**config.mk**
```make
export PLATFORM = sky130hd
export DESIGN_NAME = stac_tap_driver
export DESIGN_NICKNAME = d
export VERILOG_FILES = /design/src/rtl/stac_tap_pkg.sv /design/src/rtl/stac_tap_shifter.sv /design/src/rtl/stac_tap_driver.sv
export SDC_FILE = /design/constraint.sdc
export NUM_CORES = 1
export LEC_CHECK = 0
export ABC_AREA = 1
export CAP_MARGIN = 20
export CORE_MARGIN = 1
export CORE_UTILIZATION = 40
export DETAILED_ROUTE_END_ITERATION = 8
export PLACE_DENSITY = 0.69
export REMOVE_ABC_BUFFERS = 1
export SLEW_MARGIN = 20
export SYNTH_ARGS = -nofsm -noshare
export SYNTH_HDL_FRONTEND = slang
export SYNTH_HIERARCHICAL = 1
export SYNTH_SLANG_ARGS = --single-unit
```
**constraint.sdc**
```tcl
create_clock -name TCLK -period 3.05 [get_ports TCLK]
set_input_delay 0.61 -clock TCLK [delete_from_list [all_inputs] [get_ports TCLK]]
set_output_delay 0.61 -clock TCLK [all_outputs]
set_load 0.1 [all_outputs]
```
**src/rtl/stac_tap_pkg.sv**
```systemverilog
// stac_tap_pkg: shared types and constants for the STAC TAP driver
package stac_tap_pkg;
  localparam int IR_LEN_DEF = 8;
  localparam int DR_MAX_DEF = 33;
  localparam int LEN_W_DEF = 6;
  localparam int TLR_CYCLES_DEF = 5;
  localparam logic [7:0] IR_SEL_TDRRW = 8'h1A;
  localparam logic [7:0] IR_SEL_TDRR = 8'h1B;
  localparam logic [32:0] TDRR_CAPTURE = 33'hCA;
  typedef enum logic [3:0] {
    TLR, RTI_ENTRY, IDLE, SEL_DR, SEL_IR, CAPTURE, SHIFT_ENTRY, SHIFT, EXIT1, UPDATE
  } tap_state_e;
  function automatic logic tms_of(input tap_state_e s, input logic last);
    return (s inside {TLR, SEL_DR, SEL_IR, EXIT1}) || (s == SHIFT && last);
  endfunction
endpackage

```
**src/rtl/stac_tap_shifter.sv**
```systemverilog
// stac_tap_shifter: parallel-load WSI source and indexed WSO capture register
module stac_tap_shifter
  import stac_tap_pkg::*;
#(
  parameter int W = DR_MAX_DEF,
  parameter int IW = LEN_W_DEF
) (
  input  logic          clk,
  input  logic          rst_n,
  input  logic          load,
  input  logic [W-1:0]  load_data,
  input  logic          cap_en,
  input  logic [IW-1:0] cap_idx,
  input  logic          wso,
  input  logic [IW-1:0] out_idx,
  output logic          out_bit,
  output logic [W-1:0]  cap
);
  logic [W-1:0] data_q;
  assign out_bit = data_q[out_idx];
  // latch shift-in data on command acceptance; capture WSO bits by index, cleared on load
  always_ff @(posedge clk or negedge rst_n)
    if (!rst_n) begin
      data_q <= '0;
      cap <= '0;
    end else if (load) begin
      data_q <= load_data;
      cap <= '0;
    end else if (cap_en) cap[cap_idx] <= wso;
endmodule

```
**src/rtl/stac_tap_driver.sv**
```systemverilog
// stac_tap_driver: turns word-level IR/DR scan commands into TMS/WSI streams and collects WSO
module stac_tap_driver
  import stac_tap_pkg::*;
#(
  parameter int IR_LEN = IR_LEN_DEF,
  parameter int DR_MAX = DR_MAX_DEF,
  parameter int LEN_W = LEN_W_DEF,
  parameter int TLR_CYCLES = TLR_CYCLES_DEF
) (
  input  logic              TCLK,
  input  logic              TRESETN,
  input  logic              cmd_valid,
  output logic              cmd_ready,
  input  logic              cmd_is_ir,
  input  logic [LEN_W-1:0]  cmd_len,
  input  logic [DR_MAX-1:0] cmd_data,
  input  logic              tap_reset_req,
  output logic              rsp_valid,
  output logic [DR_MAX-1:0] rsp_data,
  output logic              busy,
  output logic              TMS,
  output logic              WSI,
  input  logic              WSO
);
  tap_state_e state_q, state_d;
  logic [LEN_W-1:0] cnt_q, cnt_d, len_q, len_eff, out_idx, cap_idx;
  logic ir_q, idle_q, accept, out_bit, tms_d, wsi_d, rsp_valid_d;
  assign cmd_ready = idle_q & ~tap_reset_req;
  assign accept = cmd_valid & cmd_ready;
  assign len_eff = cmd_is_ir ? LEN_W'(IR_LEN) : (cmd_len > LEN_W'(DR_MAX) ? LEN_W'(DR_MAX) : cmd_len);
  assign out_idx = len_q - cnt_d - LEN_W'(1);
  assign cap_idx = len_q - cnt_q - LEN_W'(1);
  // state and bit/cycle counter register
  always_ff @(posedge TCLK or negedge TRESETN)
    if (!TRESETN) begin
      state_q <= TLR;
      cnt_q <= '0;
    end else begin
      state_q <= state_d;
      cnt_q <= cnt_d;
    end
  // next-state: TLR walk, command dispatch, TAP path and shift countdown
  always_comb begin
    state_d = state_q;
    cnt_d = cnt_q;
    case (state_q)
      TLR: begin
        state_d = (cnt_q == LEN_W'(TLR_CYCLES - 1)) ? RTI_ENTRY : TLR;
        cnt_d = cnt_q + LEN_W'(1);
      end
      RTI_ENTRY: state_d = IDLE;
      IDLE:
        if (tap_reset_req) begin
          state_d = TLR;
          cnt_d = '0;
        end else if (accept && len_eff != '0) state_d = SEL_DR;
      SEL_DR: state_d = ir_q ? SEL_IR : CAPTURE;
      SEL_IR: state_d = CAPTURE;
      CAPTURE: state_d = SHIFT_ENTRY;
      SHIFT_ENTRY: begin
        state_d = SHIFT;
        cnt_d = len_q - LEN_W'(1);
      end
      SHIFT:
        if (cnt_q == '0) state_d = EXIT1;
        else cnt_d = cnt_q - LEN_W'(1);
      EXIT1: state_d = UPDATE;
      UPDATE: state_d = IDLE;
      default: state_d = TLR;
    endcase
  end
  // output decode from the upcoming state so the pins are registered alongside it
  always_comb begin
    tms_d = tms_of(state_d, cnt_d == '0);
    wsi_d = (state_d == SHIFT) && out_bit;
    rsp_valid_d = (state_q == UPDATE) || (accept && len_eff == '0);
  end
  // registered pins and status flags
  always_ff @(posedge TCLK or negedge TRESETN)
    if (!TRESETN) begin
      TMS <= 1'b1;
      WSI <= 1'b0;
      rsp_valid <= 1'b0;
      busy <= 1'b1;
      idle_q <= 1'b0;
    end else begin
      TMS <= tms_d;
      WSI <= wsi_d;
      rsp_valid <= rsp_valid_d;
      busy <= state_d != IDLE;
      idle_q <= state_d == IDLE;
    end
  // latch command kind and effective length on acceptance
  always_ff @(posedge TCLK or negedge TRESETN)
    if (!TRESETN) begin
      ir_q <= 1'b0;
      len_q <= '0;
    end else if (accept) begin
      ir_q <= cmd_is_ir;
      len_q <= len_eff;
    end
  stac_tap_shifter #(.W(DR_MAX), .IW(LEN_W)) u_shifter (
    .clk(TCLK),
    .rst_n(TRESETN),
    .load(accept),
    .load_data(cmd_data),
    .cap_en(state_q == SHIFT),
    .cap_idx(cap_idx),
    .wso(WSO),
    .out_idx(out_idx),
    .out_bit(out_bit),
    .cap(rsp_data)
  );
endmodule

```
======== Yosys cells after proc, flatten, opt, wreduce, memory -nomap -nowiden ========
Cells that the tools add are included.
storage, ports and cells
  register bits after elaboration ......... 88
  logic and storage cells ................. 75
operators by class
  reduce and logical (&&, ||, !) cells .... 16
  bitwise logic cells ..................... 3
  add/sub/neg operators ................... 7
  magnitude comparators ................... 4
  multiplexer cells ....................... 18
  eq/ne operators ......................... 16
operator list
  operator               count
  $mux W33               2
  $pmux W4 S9            1
  $bwmux W33             1
  $eq A4 B3 Y1 const B   6
  $mux W6                4
  $pmux W6 S4            1
  $sub A6 B1 Y6 const B  4
  $logic_not A6 Y1       3
  $eq A4 B2 Y1 const B   4
  $lt A6 B7 Y1 const B   2
  $eq A4 B4 Y1 const B   3
  $mux W4                3
  $sub A6 B6 Y6          2
  $logic_not A4 Y1       2
  $add A6 B1 Y6 const B  1
  $bmux W1 S6            1
  $demux W1 S6           1
  $eq A6 B3 Y1 const B   1
  $ge A6 B1 Y1 const B   1
  $gt A6 B6 Y1 const B   1
  $reduce_bool A6 Y1     1
  $logic_and A1 B1 Y1    5
  $eq A4 B1 Y1 const B   1
  $mux W1                4
  7 further kinds        9

======== Logic depth before layout (Yosys ltp) ========
  depth after elaboration ................. 11
  depth in mapped cells ................... 26

======== Cells and area by module ========
Netlist, hierarchy kept.
modules (own cells, without submodules)
  module            seq. area each (µm²)  cells an instance  area an instance (µm²)  instances
  stac_tap_shifter  1651.6                440                3255.6                  1
  stac_tap_driver   553.0                 281                1989.4                  1

======== Worst setup path after synthesis ========
Ideal clock, no wire load.
  kind .................................... input port to flip-flop
  start ................................... in tap_reset_req
  end ..................................... reg u_shifter.cap[2]
  data required time ...................... 2.930 ns
  buffers on the path ..................... 4
  cell stages on the path ................. 12
  path slack .............................. -0.401 ns
  arrival time ............................ 3.332 ns
  path through ............................ nor2_1 > nand2_1 > inv_1 > clkbuf_1 > buf_2 > inv_2 > buf_2 > buf_2 > nand2_1 > nand2_1 > o21ai_0 > inv_1
between the ends
  cells in the longest elaborated chain, start to end .. 4
  elaborated cells between the ends (all ways) .. 5
  classes of those cells .................. mux (1); bitwise (3); reduce/logical (1)
RTL lines
  item                                            RTL line                RTL
  start: declaration                              stac_tap_driver.sv:17   input logic tap_reset_req,
  $not A1 Y1 *                                    stac_tap_driver.sv:28   assign cmd_ready = idle_q & ~tap_reset_req;
  $and A1 B1 Y1 *                                 stac_tap_driver.sv:28
  $and A1 B1 Y1 *                                 stac_tap_driver.sv:29   assign accept = cmd_valid & cmd_ready;
  via accept                                      stac_tap_driver.sv:27   logic ir_q, idle_q, accept, out_bit, tms_d, wsi_d, rsp_valid_d;
  $mux W33 or $reduce_bool A2 Y1 (tied branches)  n/a
  end signal: indexed assignment                  stac_tap_shifter.sv:29  end else if (cap_en) cap[cap_idx] <= wso;
  end: declaration                                stac_tap_shifter.sv:17  output logic [W-1:0] cap
Mark *: on every way through the listed nets, which the timed path passes. The rest lies on a longest branch.
A chain may end at the register's enable or synchronous reset.

======== Final worst setup path ========
  start ................................... reg cnt_q[0]
  end ..................................... reg WSI
between the ends
  cells in the longest elaborated chain, start to end .. 8
  elaborated cells between the ends (all ways) .. 16
  classes of those cells .................. add/sub (4); eq/ne (2); mux (8); reduce/logical (2)
RTL lines
  item                                               RTL line                                      RTL
  start: declaration                                 stac_tap_driver.sv:26                         logic [LEN_W-1:0] cnt_q, cnt_d, len_q, len_eff, out_idx, cap_idx;
  start signal: assignment                           stac_tap_driver.sv:40                         cnt_q <= cnt_d;
  $sub A6 B1 Y6 or $logic_not A6 Y1 (tied branches)  stac_tap_driver.sv:66, stac_tap_driver.sv:65
  $mux W6                                            stac_tap_driver.sv:65                         if (cnt_q == '0) state_d = EXIT1;
  $pmux W6 S4 *                                      stac_tap_driver.sv:46                         case (state_q)
  $sub A6 B6 Y6 *                                    stac_tap_driver.sv:31                         assign out_idx = len_q - cnt_d - LEN_W'(1);
  $sub A6 B1 Y6 *                                    stac_tap_driver.sv:31
  via out_idx[5]                                     stac_tap_driver.sv:26
  $bmux W1 S6 *                                      stac_tap_shifter.sv:20                        assign out_bit = data_q[out_idx];
  $mux W1 (not written as such) *                    stac_tap_shifter.sv:20
  via out_bit                                        stac_tap_driver.sv:27
  $logic_and A1 B1 Y1 *                              stac_tap_driver.sv:75                         wsi_d = (state_d == SHIFT) && out_bit;
  via wsi_d                                          stac_tap_driver.sv:27
  end signal: assignment                             stac_tap_driver.sv:88                         WSI <= wsi_d;
  end: declaration                                   stac_tap_driver.sv:22                         output logic WSI,
Mark *: on every way through the listed nets, which the timed path passes. The rest lies on a longest branch. The select of a mux whose other input is x is not followed.

==> impl_metrics.csv <==
group,metric,value,unit
outcome,status,"finished, final reports clean",
cells_and_area,postLayoutCoreUtil,0.5262,
place,hpwl,9499,um
synth,synth_area,5245,um^2
die,core_area,12720,um^2
routing,drcViolationCount,0,
routing,wl_per_cell,12.45,um
global_routing,grt_util_all_layers,0.2024,
global_routing,grt_overflow,0,
synth,yosys.area.top_type,"dfrtp_1",
worst_setup_path,cp_slowest_cell,"dfrtp_1",
worst_setup_path,worstPathMaxFanout,5,
routing,drtAntennaViolNets,0,
place,port_buffers,82,
worst_setup_path,critPathLaunch,"cnt_q[0]$_DFF_PN0_",
synth,async_reset_ff_frac,1.000,
clocking,ctsRootBufferMaster,"clkbuf_16",
timing,setup_tns,0,ps
worst_setup_path,critPathMaxStageDelay,390,ps
clocking,worstSkewPairLatency,340,ps
global_routing,grt_start_max_net_pins,47,
cells_and_area,drive_above_1_share,0.1906,
routing,vias_per_cell,4.736,
synth,ys_seq_area_frac,0.4203,
routing,routed_wl,12470,um
timing,hold_violations,0,
synth,synth_edf_count,0,
timing,report.final.slew_viol_count,0,
synth,synthFlopType,"dfrtp_1",
worst_setup_path,path_buf_inv,5,
synth,netlist.area_leader.share,0.4103,
die,rows,41,
worst_setup_path,crit_type,"reg2reg",
die,dieArea,13570,um^2
clocking,ctsHoldBuffers,0,
synth,synth_common_cells,"261 x nand2_1, 86 x dfrtp_1, 76 x inv_1, 58 x nand3_1, 53 x nor2_1",
worst_hold_path,hold_class,"in2async",
place,placed_area,6320,um^2
worst_setup_path,reg2reg_from,"cnt_q[0]$_DFF_PN0_",
cells_and_area,fin_nets,885,
routing,drt_iter0_drc,235,
flow_run,drv_cap,0,
cells_and_area,regArea,2207,um^2
timing,worst_pin_slew,608.1,ps
synth,synth_area_leaders,"dfrtp_1 41%, nand2_1 19%, nand3_1 5.5%",
cells_and_area,diodes,0,
clocking,cts_buffer_depth,2,
cells_and_area,synthToLayoutAreaGrowth,27.62,%
die,num_io_pins,83,
timing,fmax,351.3,MHz
synth,ys_ff_latch,88,
timing,timing.final.crit_share,0.9334,
timing,fin_crit,2847,ps
synth,ys_warn_count,6,
cells_and_area,final_cell_area,6694,um^2
clocking,htree_levels,3,
routing,vias,4741,
routing,drt_pass1_iterations,5,
clocking,clock_sinks,88,
clocking,cts.clk_slew.worst_paths,60,ps
synth,syn-instance-count,721,
synth,yosysMostFrequentCell,"nand2_1",
cells_and_area,fillers,1303,
synth,postSynthAreaPerCell,7.275,um^2
timing,relSlewSlack,0.5946,
synth,ys_types,37,
timing,setup_viol,0,
worst_setup_path,cp.required,3320,ps
worst_setup_path,cpLargestDelayFamily,"simple AND/OR/NAND/NOR gates",
global_routing,grt_pass1_wl,21610,um
worst_setup_path,crit_arrival,3120,ps
place,routabilityCongestion,0.9252,
global_routing,grt_pass1_vias,4576,
clocking,cts-buffers-inserted,9,
worst_setup_path,cp-start-kind,"register",
worst_setup_path,end_kind,"register",
worst_setup_path,rrSetupSlack,200,ps
clocking,cts_tree,"built",
worst_setup_path,crit_top_cell,"nand2_1",
timing,finClkSkew,6.982,ps
cells_and_area,multi_input_area,2653,um^2
die,die_width,116.5,um
die,start_util,0.4123,
die,die_y,116.5,um
global_routing,antenna_found_initial,0,
## cell families (layout without fill, tap and decap cells)
group / Yosys count / in the layout / share of synthesized area
buffers and inverters: 113 / 221 / 0.08945
AND/OR/NAND/NOR: 421 / 421 / 0.3600
flip-flops: 88 / 88 / 0.4203
adder cells (fa/ha/maj): 16 / 16 / 0.04103
XOR/XNOR: 10 / 10 / 0.01670
AO/OA/AOI/OAI: 73 / 73 / 0.07252
## cell usage in the layout (no fill, tap or decap), drive strengths merged
master / count
o211ai: 1
ha: 14
clkdlybuf4s50: 43
nand3: 62
fa: 2
nor4: 1
clkinv: 2
o21ai: 33
o22ai: 4
nor3: 10
dfrtp: 86
a31oi: 1
nor2: 65
nand4: 9
o21a: 1
inv: 90
dfstp: 2
a21oi: 33
clkinvlp: 3
buf: 72
xor2: 10
nand2: 272
nand3b: 2
clkbuf: 11
## worst reg2reg max path, stage by stage, from the launching register on
cell and delay (ps):
dfrtp_1 390, buf_4 170, ha_1 220, inv_1 60
nand2_1 50, nand2_1 50, nor2_1 40, nor2_1 90
nand3_1 80, nor2_2 190, ha_4 230, a21oi_1 130
nand2_1 80, nand2_1 60, nand2_1 60, a21oi_2 130
inv_1 50, nand2_1 50, nand2_1 60, xor2_1 130
inv_1 90, nand2_1 70, nor2_1 80, nand2_1 50
nand2_1 50, inv_1 30, nor2_1 80
## registers in the layout, summed over array words and instances, names as in the netlist
signal,flops
TMS,1
busy,1
ir_q,1
cnt_q,6
WSI,1
len_q,6
rsp_valid,1
state_q,4
idle_q,1
u_shifter/cap,33
u_shifter/data_q,33
## final timing paths
kind                                                          to  cells after the start
worst max-delay path                               WSI$_DFF_PN0_                     26
worst min-delay path            u_shifter/data_q[15]$_DFFE_PN0P_                      1
worst max register to register                     WSI$_DFF_PN0_                     26
worst min register to register   u_shifter/data_q[5]$_DFFE_PN0P_                      2
max in group asynchronous                          WSI$_DFF_PN0_                      2
min in group TCLK                u_shifter/data_q[5]$_DFFE_PN0P_                      2
## repair_timing
action,in CTS,in global routing
setup buffers,0,1
endpoints found under the hold margin,0,0
endpoints found under the setup margin,0,1
gates resized for setup,0,22
## metal layers
metal / vias to the layer above / wire, um / global-route usage
li1: 2468 / - / -
met1: 2126 / 6079 / 0.2834
met2: 131 / 5565 / 0.3105
met3: 16 / 564 / 0.04100
met4: 0 / 255 / 0.07179
met5: - / 0 / 0
## through the flow
stage	setup slack, ps	cells	hold slack, ps
2_1_floorplan	-1410	698	314.4
3_3_place_gp	-165.3	984	457.3
3_5_place_dp	-207.4	984	460.1
4_1_cts	58.54	1000	300.6
5_1_grt	-15.08	1001	324.0
6_report	203.2	1001	276.8
## cell type report
cell class              count  share of cell area
inverters                  90             0.05084
well taps                 172             0.03215
repair buffers            115              0.1488
multi-input cells         520              0.3963
clock buffers              11             0.03626
clock inverters             5            0.005981
flip-flops and latches     88              0.3297
Power is left out: the tool's default activity adds up to more than one toggle a clock period on the data nets, which glitch-free logic cannot reach.
